**config.mk**
```make
export PLATFORM = sky130hd
export DESIGN_NAME = disp_scan_ctrl
export DESIGN_NICKNAME = d
export VERILOG_FILES = /design/src/rtl/disp_scan_ctrl.sv
export SDC_FILE = /design/constraint.sdc
export NUM_CORES = 1
export LEC_CHECK = 0
export ABC_AREA = 0
export BUFFER_PORTS_ARGS = -buffer_cell sky130_fd_sc_hd__buf_4
export CAP_MARGIN = 30
export CORE_ASPECT_RATIO = 0.75
export CORE_MARGIN = 5
export CORE_UTILIZATION = 35
export CTS_CLUSTER_DIAMETER = 80
export CTS_CLUSTER_SIZE = 12
export DETAILED_ROUTE_END_ITERATION = 10
export SETUP_SLACK_MARGIN = 0.2
export SYNTH_ARGS = -nofsm -noshare
export SYNTH_HDL_FRONTEND = slang
export SYNTH_SLANG_ARGS = --single-unit
export TNS_END_PERCENT = 5
```
**constraint.sdc**
```tcl
create_clock -name clk -period 2.11 [get_ports clk]
set_input_delay 0.211 -clock clk [delete_from_list [all_inputs] [get_ports clk]]
set_output_delay 0.211 -clock clk [all_outputs]
set_load 0.02 [all_outputs]
```
**src/rtl/disp_scan_ctrl.sv**
```systemverilog
// Four-digit seven-segment scan controller: latches a hex value, decodes each
// nibble to active-low segments with leading-zero blanking and blinking, and
// rotates an active-low one-hot digit select.

module disp_scan_digit (
    input  logic [3:0] nib_i,
    input  logic       blank_i,
    output logic [6:0] seg_o
);
    logic [6:0] hex;

    always_comb begin
        hex = 7'h7F;
        case (nib_i)
            4'h0: hex = 7'h40;
            4'h1: hex = 7'h79;
            4'h2: hex = 7'h24;
            4'h3: hex = 7'h30;
            4'h4: hex = 7'h19;
            4'h5: hex = 7'h12;
            4'h6: hex = 7'h02;
            4'h7: hex = 7'h78;
            4'h8: hex = 7'h00;
            4'h9: hex = 7'h10;
            4'hA: hex = 7'h08;
            4'hB: hex = 7'h03;
            4'hC: hex = 7'h46;
            4'hD: hex = 7'h21;
            4'hE: hex = 7'h06;
            4'hF: hex = 7'h0E;
            default: hex = 7'h7F;
        endcase
    end

    assign seg_o = blank_i ? 7'h7F : hex;
endmodule

module disp_scan_ctrl #(
    parameter int CLK_DIV     = 50000,
    parameter int BLINK_TICKS = 128,
    parameter int BLANK_LZ    = 1
) (
    input  logic        clk,
    input  logic        rst,
    input  logic [15:0] value,
    input  logic        load,
    input  logic [3:0]  blink_en,
    output logic [3:0]  sel,
    output logic [6:0]  di3,
    output logic [6:0]  di2,
    output logic [6:0]  di1,
    output logic [6:0]  di0
);
    localparam int PW = (CLK_DIV > 1) ? $clog2(CLK_DIV) : 1;
    localparam int BW = (BLINK_TICKS > 1) ? $clog2(BLINK_TICKS) : 1;
    localparam logic [PW-1:0] PRE_MAX = PW'(CLK_DIV - 1);
    localparam logic [BW-1:0] BLK_MAX = BW'(BLINK_TICKS - 1);

    logic [15:0]     val_q, val_d;
    logic [PW-1:0]   pre_q, pre_d;
    logic [1:0]      ptr_q, ptr_d;
    logic [BW-1:0]   bcnt_q, bcnt_d;
    logic            phase_q, phase_d;
    logic [3:0]      sel_q, sel_d;
    logic [3:0][6:0] di_q, seg;
    logic [3:0]      lz, blank;
    logic            tick;

    always_comb begin
        tick    = (pre_q == PRE_MAX);
        val_d   = load ? value : val_q;
        pre_d   = tick ? '0 : pre_q + 1'b1;
        ptr_d   = tick ? ptr_q + 2'd1 : ptr_q;
        bcnt_d  = bcnt_q;
        phase_d = phase_q;
        if (tick) begin
            if (bcnt_q == BLK_MAX) begin
                bcnt_d  = '0;
                phase_d = ~phase_q;
            end else begin
                bcnt_d = bcnt_q + 1'b1;
            end
        end
        // Select tracks the pointer's next value so both move on the tick edge.
        sel_d = ~(4'b0001 << ptr_d);
    end

    // Blink-off takes priority over leading-zero blanking; digit 0 never blanks as a leading zero.
    for (genvar k = 0; k < 4; k++) begin : g_dig
        if (k == 0) begin : g_lsd
            assign lz[k] = 1'b0;
        end else begin : g_upper
            assign lz[k] = (BLANK_LZ != 0) && (val_q[15:4*k] == '0);
        end
        assign blank[k] = (blink_en[k] & phase_q) | lz[k];
        disp_scan_digit u_dig (
            .nib_i   (val_q[4*k +: 4]),
            .blank_i (blank[k]),
            .seg_o   (seg[k])
        );
    end

    always_ff @(posedge clk or posedge rst) begin
        if (rst) begin
            val_q   <= '0;
            pre_q   <= '0;
            ptr_q   <= '0;
            bcnt_q  <= '0;
            phase_q <= 1'b0;
            sel_q   <= 4'b1110;
            di_q    <= {4{7'h7F}};
        end else begin
            val_q   <= val_d;
            pre_q   <= pre_d;
            ptr_q   <= ptr_d;
            bcnt_q  <= bcnt_d;
            phase_q <= phase_d;
            sel_q   <= sel_d;
            di_q    <= seg;
        end
    end

    assign sel = sel_q;
    assign di0 = di_q[0];
    assign di1 = di_q[1];
    assign di2 = di_q[2];
    assign di3 = di_q[3];
endmodule

```
Yosys cells after proc, flatten, opt, wreduce, memory -nomap -nowiden:

Memory sizes are Yosys's and may differ from the RTL's.
Index checks and enable logic that the tools add are counted.

* output and inout bits: 32
* ROM bits: 448
* register bits after elaboration: 74
* bits of input ports: 23
* bits in latches: 0
* RAM bits: 0
* memories: 4
* word-level logic and storage cells: 40

* divide/modulo/power cells: 0
* bitwise operators: 9
* $mul: 0
* magnitude comparators: 0
* equality and inequality tests: 2
* shift-type cells: 1
* add/sub/neg operators: 3
* muxes and demuxes: 7
* reductions and logical operators: 4

Memory list
* (name not given): words 16, bits a word 7, read ports 1, clocked after Yosys merged registers in 0, wr ports 0, line 14 `case (nib_i)`
* (name not given): words 16, bits a word 7, read ports 1, clocked after Yosys merged registers in 0, wr ports 0, line 14
* (name not given): words 16, bits a word 7, read ports 1, clocked after Yosys merged registers in 0, wr ports 0, line 14
* (name not given): words 16, bits a word 7, read ports 1, clocked after Yosys merged registers in 0, wr ports 0, line 14

Operators by type and width (count)
* 7-bit 2-to-1 mux: 5
* 16-bit by 1-bit adder with 16-bit output, second input constant: 1
* 16-bit == test, second input constant: 1
* 16-bit 2-to-1 mux: 1
* 12-bit zero test: 1
* 8-bit zero test: 1
* 7-bit by 1-bit adder with 7-bit output, second input constant: 1
* 7-bit == test, second input constant: 1
* 1-bit bitwise AND: 4
* 4-bit zero test: 1
* 4-bit inverter: 1
* 1-bit by 2-bit << shifter with 4-bit output, first input constant: 1
* 1-bit bitwise OR: 3
* 2-bit by 1-bit adder with 2-bit output, second input constant: 1
* 2-bit 2-to-1 mux: 1
* 2-bit AND reduction: 1
* 1-bit inverter: 1

Longest topological paths before layout:

* depth in word-level cells: 4
* mapped depth: 7
* mapped depth without buffers: 6

By module:

A second synthesis with hierarchy kept.

* cell total of the unflattened synthesis: 330
* area, all modules: 3917.5 um2

Modules (own cells, without submodules)
* disp_scan_ctrl: seq. area each 1890.6 um2, instances 1, cells each 190, area an instance 2721.4 um2
* disp_scan_digit: seq. area each 0.0 um2, instances 4, cells each 35, area an instance 299.0 um2

Worst setup path before layout:

OpenSTA, ideal clock, no wires.

* kind: register to register
* start point: reg pre_q[0]
* end point: reg sel_q[0], in the netlist sel[0]
* stages on the path, launching flop included: 8
* path slack: 0.570 ns
* clock period less this slack: 1.540 ns
* path buffers: 2
* setup time: 0.121 ns
* required time: 1.989 ns
* data arrival time: 1.419 ns
* cells stage by stage: dfrtp_1 -> ha_1 -> and3_1 -> and4_1 -> buf_6 -> buf_12 -> nor3_1 -> nor2_1

* word-level cells in the longest chain between the ends: 4

Ends and longest elaborated chain
* start: declaration: line 60 `logic [PW-1:0] pre_q, pre_d;`
* start signal: assignment: line 114 `pre_q <= pre_d;`
* 16-bit == test: line 70 `tick = (pre_q == PRE_MAX);`
* 2-bit 2-to-1 mux: line 73 `ptr_d = tick ? ptr_q + 2'd1 : ptr_q;`
* 1-bit by 2-bit << shifter with 4-bit output: line 85 `sel_d = ~(4'b0001 << ptr_d);`
* 4-bit inverter: line 85
* named net sel_d[0]: line 64 `logic [3:0] sel_q, sel_d;`
* end signal: assignment: line 118 `sel_q <= sel_d;`
* end: declaration: line 64

The timed path passes the listed nets, and every way through them passes these cells.
A chain may end at the register's enable or synchronous reset.

Worst setup path after layout:

* start point: reg pre_q[0]
* end point: reg phase_q

* word-level cells in the longest chain between the ends: 2

Ends and longest elaborated chain
* 16-bit == test: line 70
* 2-bit AND reduction (no source line)
* end signal: assignment: line 117 `phase_q <= phase_d;`
* end: declaration: line 63 `logic phase_q, phase_d;`

Every way passes these cells.

==> results_dict.tcl <==
set metrics [dict create \
    outcome "finished with violations" \
    violations "negative hold slack" \
    rsz0062_at_grt "yes" \
    core_um2 10400 \
    drt_pass1_iterations 4 \
    synth_area_leaders "dfrtp_1, dfstp_2, ha_1, nand2_1, o21ai_0" \
    postLayoutSetupSlackWorst_ns 0.265 \
    ys_seq_area_share_pct 50.2 \
    cts.sinks 74 \
    overflow 0 \
    track_usage_pct 12.4 \
    fin_skew_ns 0.0125 \
    avgSynthCellArea_um2 10.6 \
    ys.flop_type "dfrtp_1" \
    grt_max_degree 75 \
    std_cell_rows 32 \
    area_growth_pct 22.5 \
    whs_ns -0.0133 \
    synth_top_area_share_pct 28.6 \
    p_per_area_nw_per_um2 816 \
    p_leak_nw 2.14 \
    startpoint_type "flip-flop" \
    worstPathMaxFanout 11 \
    portBuffers 54 \
    nNetsFinal 465 \
    slew_violations 0 \
    wl_per_cell_um 13.6 \
    synth_warnings 0 \
    cts.path.max_buffers 2 \
    crit_type "reg2reg" \
    critPathArrivalTime_ns 2.04 \
    grt_pass1_wl_um 13000 \
    antenna_found_initial 0 \
    tritoncts "yes" \
    worst-endpoint-required_ns 2.30 \
    post_cts_buffers 0 \
    post-route-min-period_ns 1.84 \
    dieArea_um2 13000 \
    tightest_slew_ns 0.483 \
    reg2regPathDepth 6 \
    start_util_pct 36.2 \
    max_freq_mhz 542 \
    synth_most_common_cell "nand2_1" \
    netlist_instances 357 \
    dieWidth_um 130 \
    wirelength_um 7580 \
    synthArstFlopShare_pct 100 \
    place.gp.congestion 0.799 \
    vias 2687 \
    drv_cap 0 \
    cts_buffers 9 \
    setup_viol 0 \
    worstSkewPairLatency_ns 0.33 \
    layout-drive-gt1-share_pct 28.9 \
    first_global_vias 2617 \
    cts-root-buf "clkbuf_16" \
    hold_class "in2async" \
    setup_tns_ns 0 \
    path_clk_slew_ns 0.05 \
    synth_nets 408 \
    n_antenna_cell 0 \
    netlist_top_cells_count "nand2_1, dfrtp_1, dfstp_2" \
    synth_edf_count 0 \
    utilization_pct 44.3 \
    ys_ff_latch 74 \
    hold_viol 8 \
    rrSetupSlack_ns 0.27 \
    drt_iter0_drc 145 \
    drc 0 \
    fp.dieH_um 99.9 \
    htree_levels 3 \
    io_pins 55 \
    end_kind "flip-flop" \
    max-slew-margin-rel_pct 67.5 \
    yosysTopAreaCell "dfrtp_1" \
    min_period_over_period_pct 87.4 \
    drtAntennaViolNets 0 \
    synth_area_um2 3770 \
    rr_endpoint "phase_q$_DFFE_PP0P_" \
    yosysUniqueCellTypes 46 \
    dp_hpwl_um 5450 \
    r2r_start "pre_q[0]$_DFF_PP0_" \
    post-place-ws_ns 0.245 \
    irDropWorstVdd_mv 0.453 \
    fillers 988 \
    avgViaCountPerCell 4.84 \
]
how the worst max path moves through the flow:
stage / startpoint / end / slack [ns] / depth (start not counted)
floorplan: pre_q[0]$_DFF_PP0_ / sel[0]$_DFF_PP0_ / 0.57 / 7
global placement: val_q[9]$_DFFE_PP0P_ / di2[2]$_DFF_PP1_ / 0.27 / 5
detailed placement: pre_q[0]$_DFF_PP0_ / phase_q$_DFFE_PP0P_ / 0.24 / 6
CTS: pre_q[0]$_DFF_PP0_ / phase_q$_DFFE_PP0P_ / 0.25 / 6
global route: pre_q[0]$_DFF_PP0_ / phase_q$_DFFE_PP0P_ / 0.13 / 6
finish: pre_q[0]$_DFF_PP0_ / phase_q$_DFFE_PP0P_ / 0.27 / 6
critical path, stage by stage, from the launching register on:
cell and delay (ns):
dfrtp_1 0.38, ha_1 0.21, and3_1 0.26, and4_1 0.44, buf_4 0.23, nand2_4 0.05
xnor2_2 0.13
logic make-up after synthesis:
family / after synthesis / share of synthesized area, %
compound gates: 73 / 12.8
xor+xnor: 18 / 4.58
fa+ha+maj: 28 / 9.30
buf+inv: 30 / 3.62
flops: 74 / 50.2
mux: 8 / 2.29
simple gates: 126 / 17.2
what timing repair did:
action / CTS / global route
resized for setup: 0 / 1
endpoints found under the setup margin: 0 / 7
hold endpoints to repair: 0 / 0
hold buffers: 0 / 0
layer usage:
layer | share of wire [%] | global-route usage [%]
met1 | 50 | 17.9
met2 | 44 | 18.3
met3 | 4.0 | 3.62
met4 | 0.98 | 3.27
met5 | 0 | 0
through the flow:
stage	cell area, um^2	power, mW	hold WS (ns)	instances
floorplan	3770	2.08	0.332	357
global route	4620	3.96	0.0308	555
global placement	4330	2.34	0.352	539
CTS	4610	3.82	0.00819	555
finish	4620	3.77	-0.0133	555
detailed placement	4330	2.35	0.350	539
registers in the layout (all words and copies together) (netlist names):
| signal | cells |
|---|---|
| val_q | 16 |
| di1 | 7 |
| di0 | 7 |
| di2 | 7 |
| sel | 4 |
| bcnt_q | 7 |
| ptr_q | 2 |
| phase_q | 1 |
| di3 | 7 |
| pre_q | 16 |
cells in the final DEF (no fill, tap or decap), drive strengths merged, types with 7 or more instances in the layout:
cell	synthesis	routed
nand2	47	47
buf	2	59
o21ai	28	28
nand4	7	7
inv	17	16
nand3	16	16
dfrtp	43	43
nor2b	7	7
dfstp	31	31
o211ai	15	15
clkbuf	11	15
a21oi	7	7
nor2	19	19
ha	28	28
xnor2	12	12
layout make-up:
cell class                 count  area, um^2  share of cell area [%]
clock buffer                  15         279                    6.05
clock inverter                 1        7.51                   0.163
inverter                      17        67.6                    1.46
multi-input combinational    253        1750                    37.8
sequential                    74        1890                    41.0
tap                          136         170                    3.69
timing repair buffer          59         455                    9.87
power breakdown:
group	internal, mW	switching, mW	leakage [nW]
sequential	1.60	0.0807	0.880
clock	0.902	0.543	0.135
combinational	0.276	0.362	1.13
total	2.78	0.987	2.14
No activity file was read; power rests on OpenSTA's default activity.
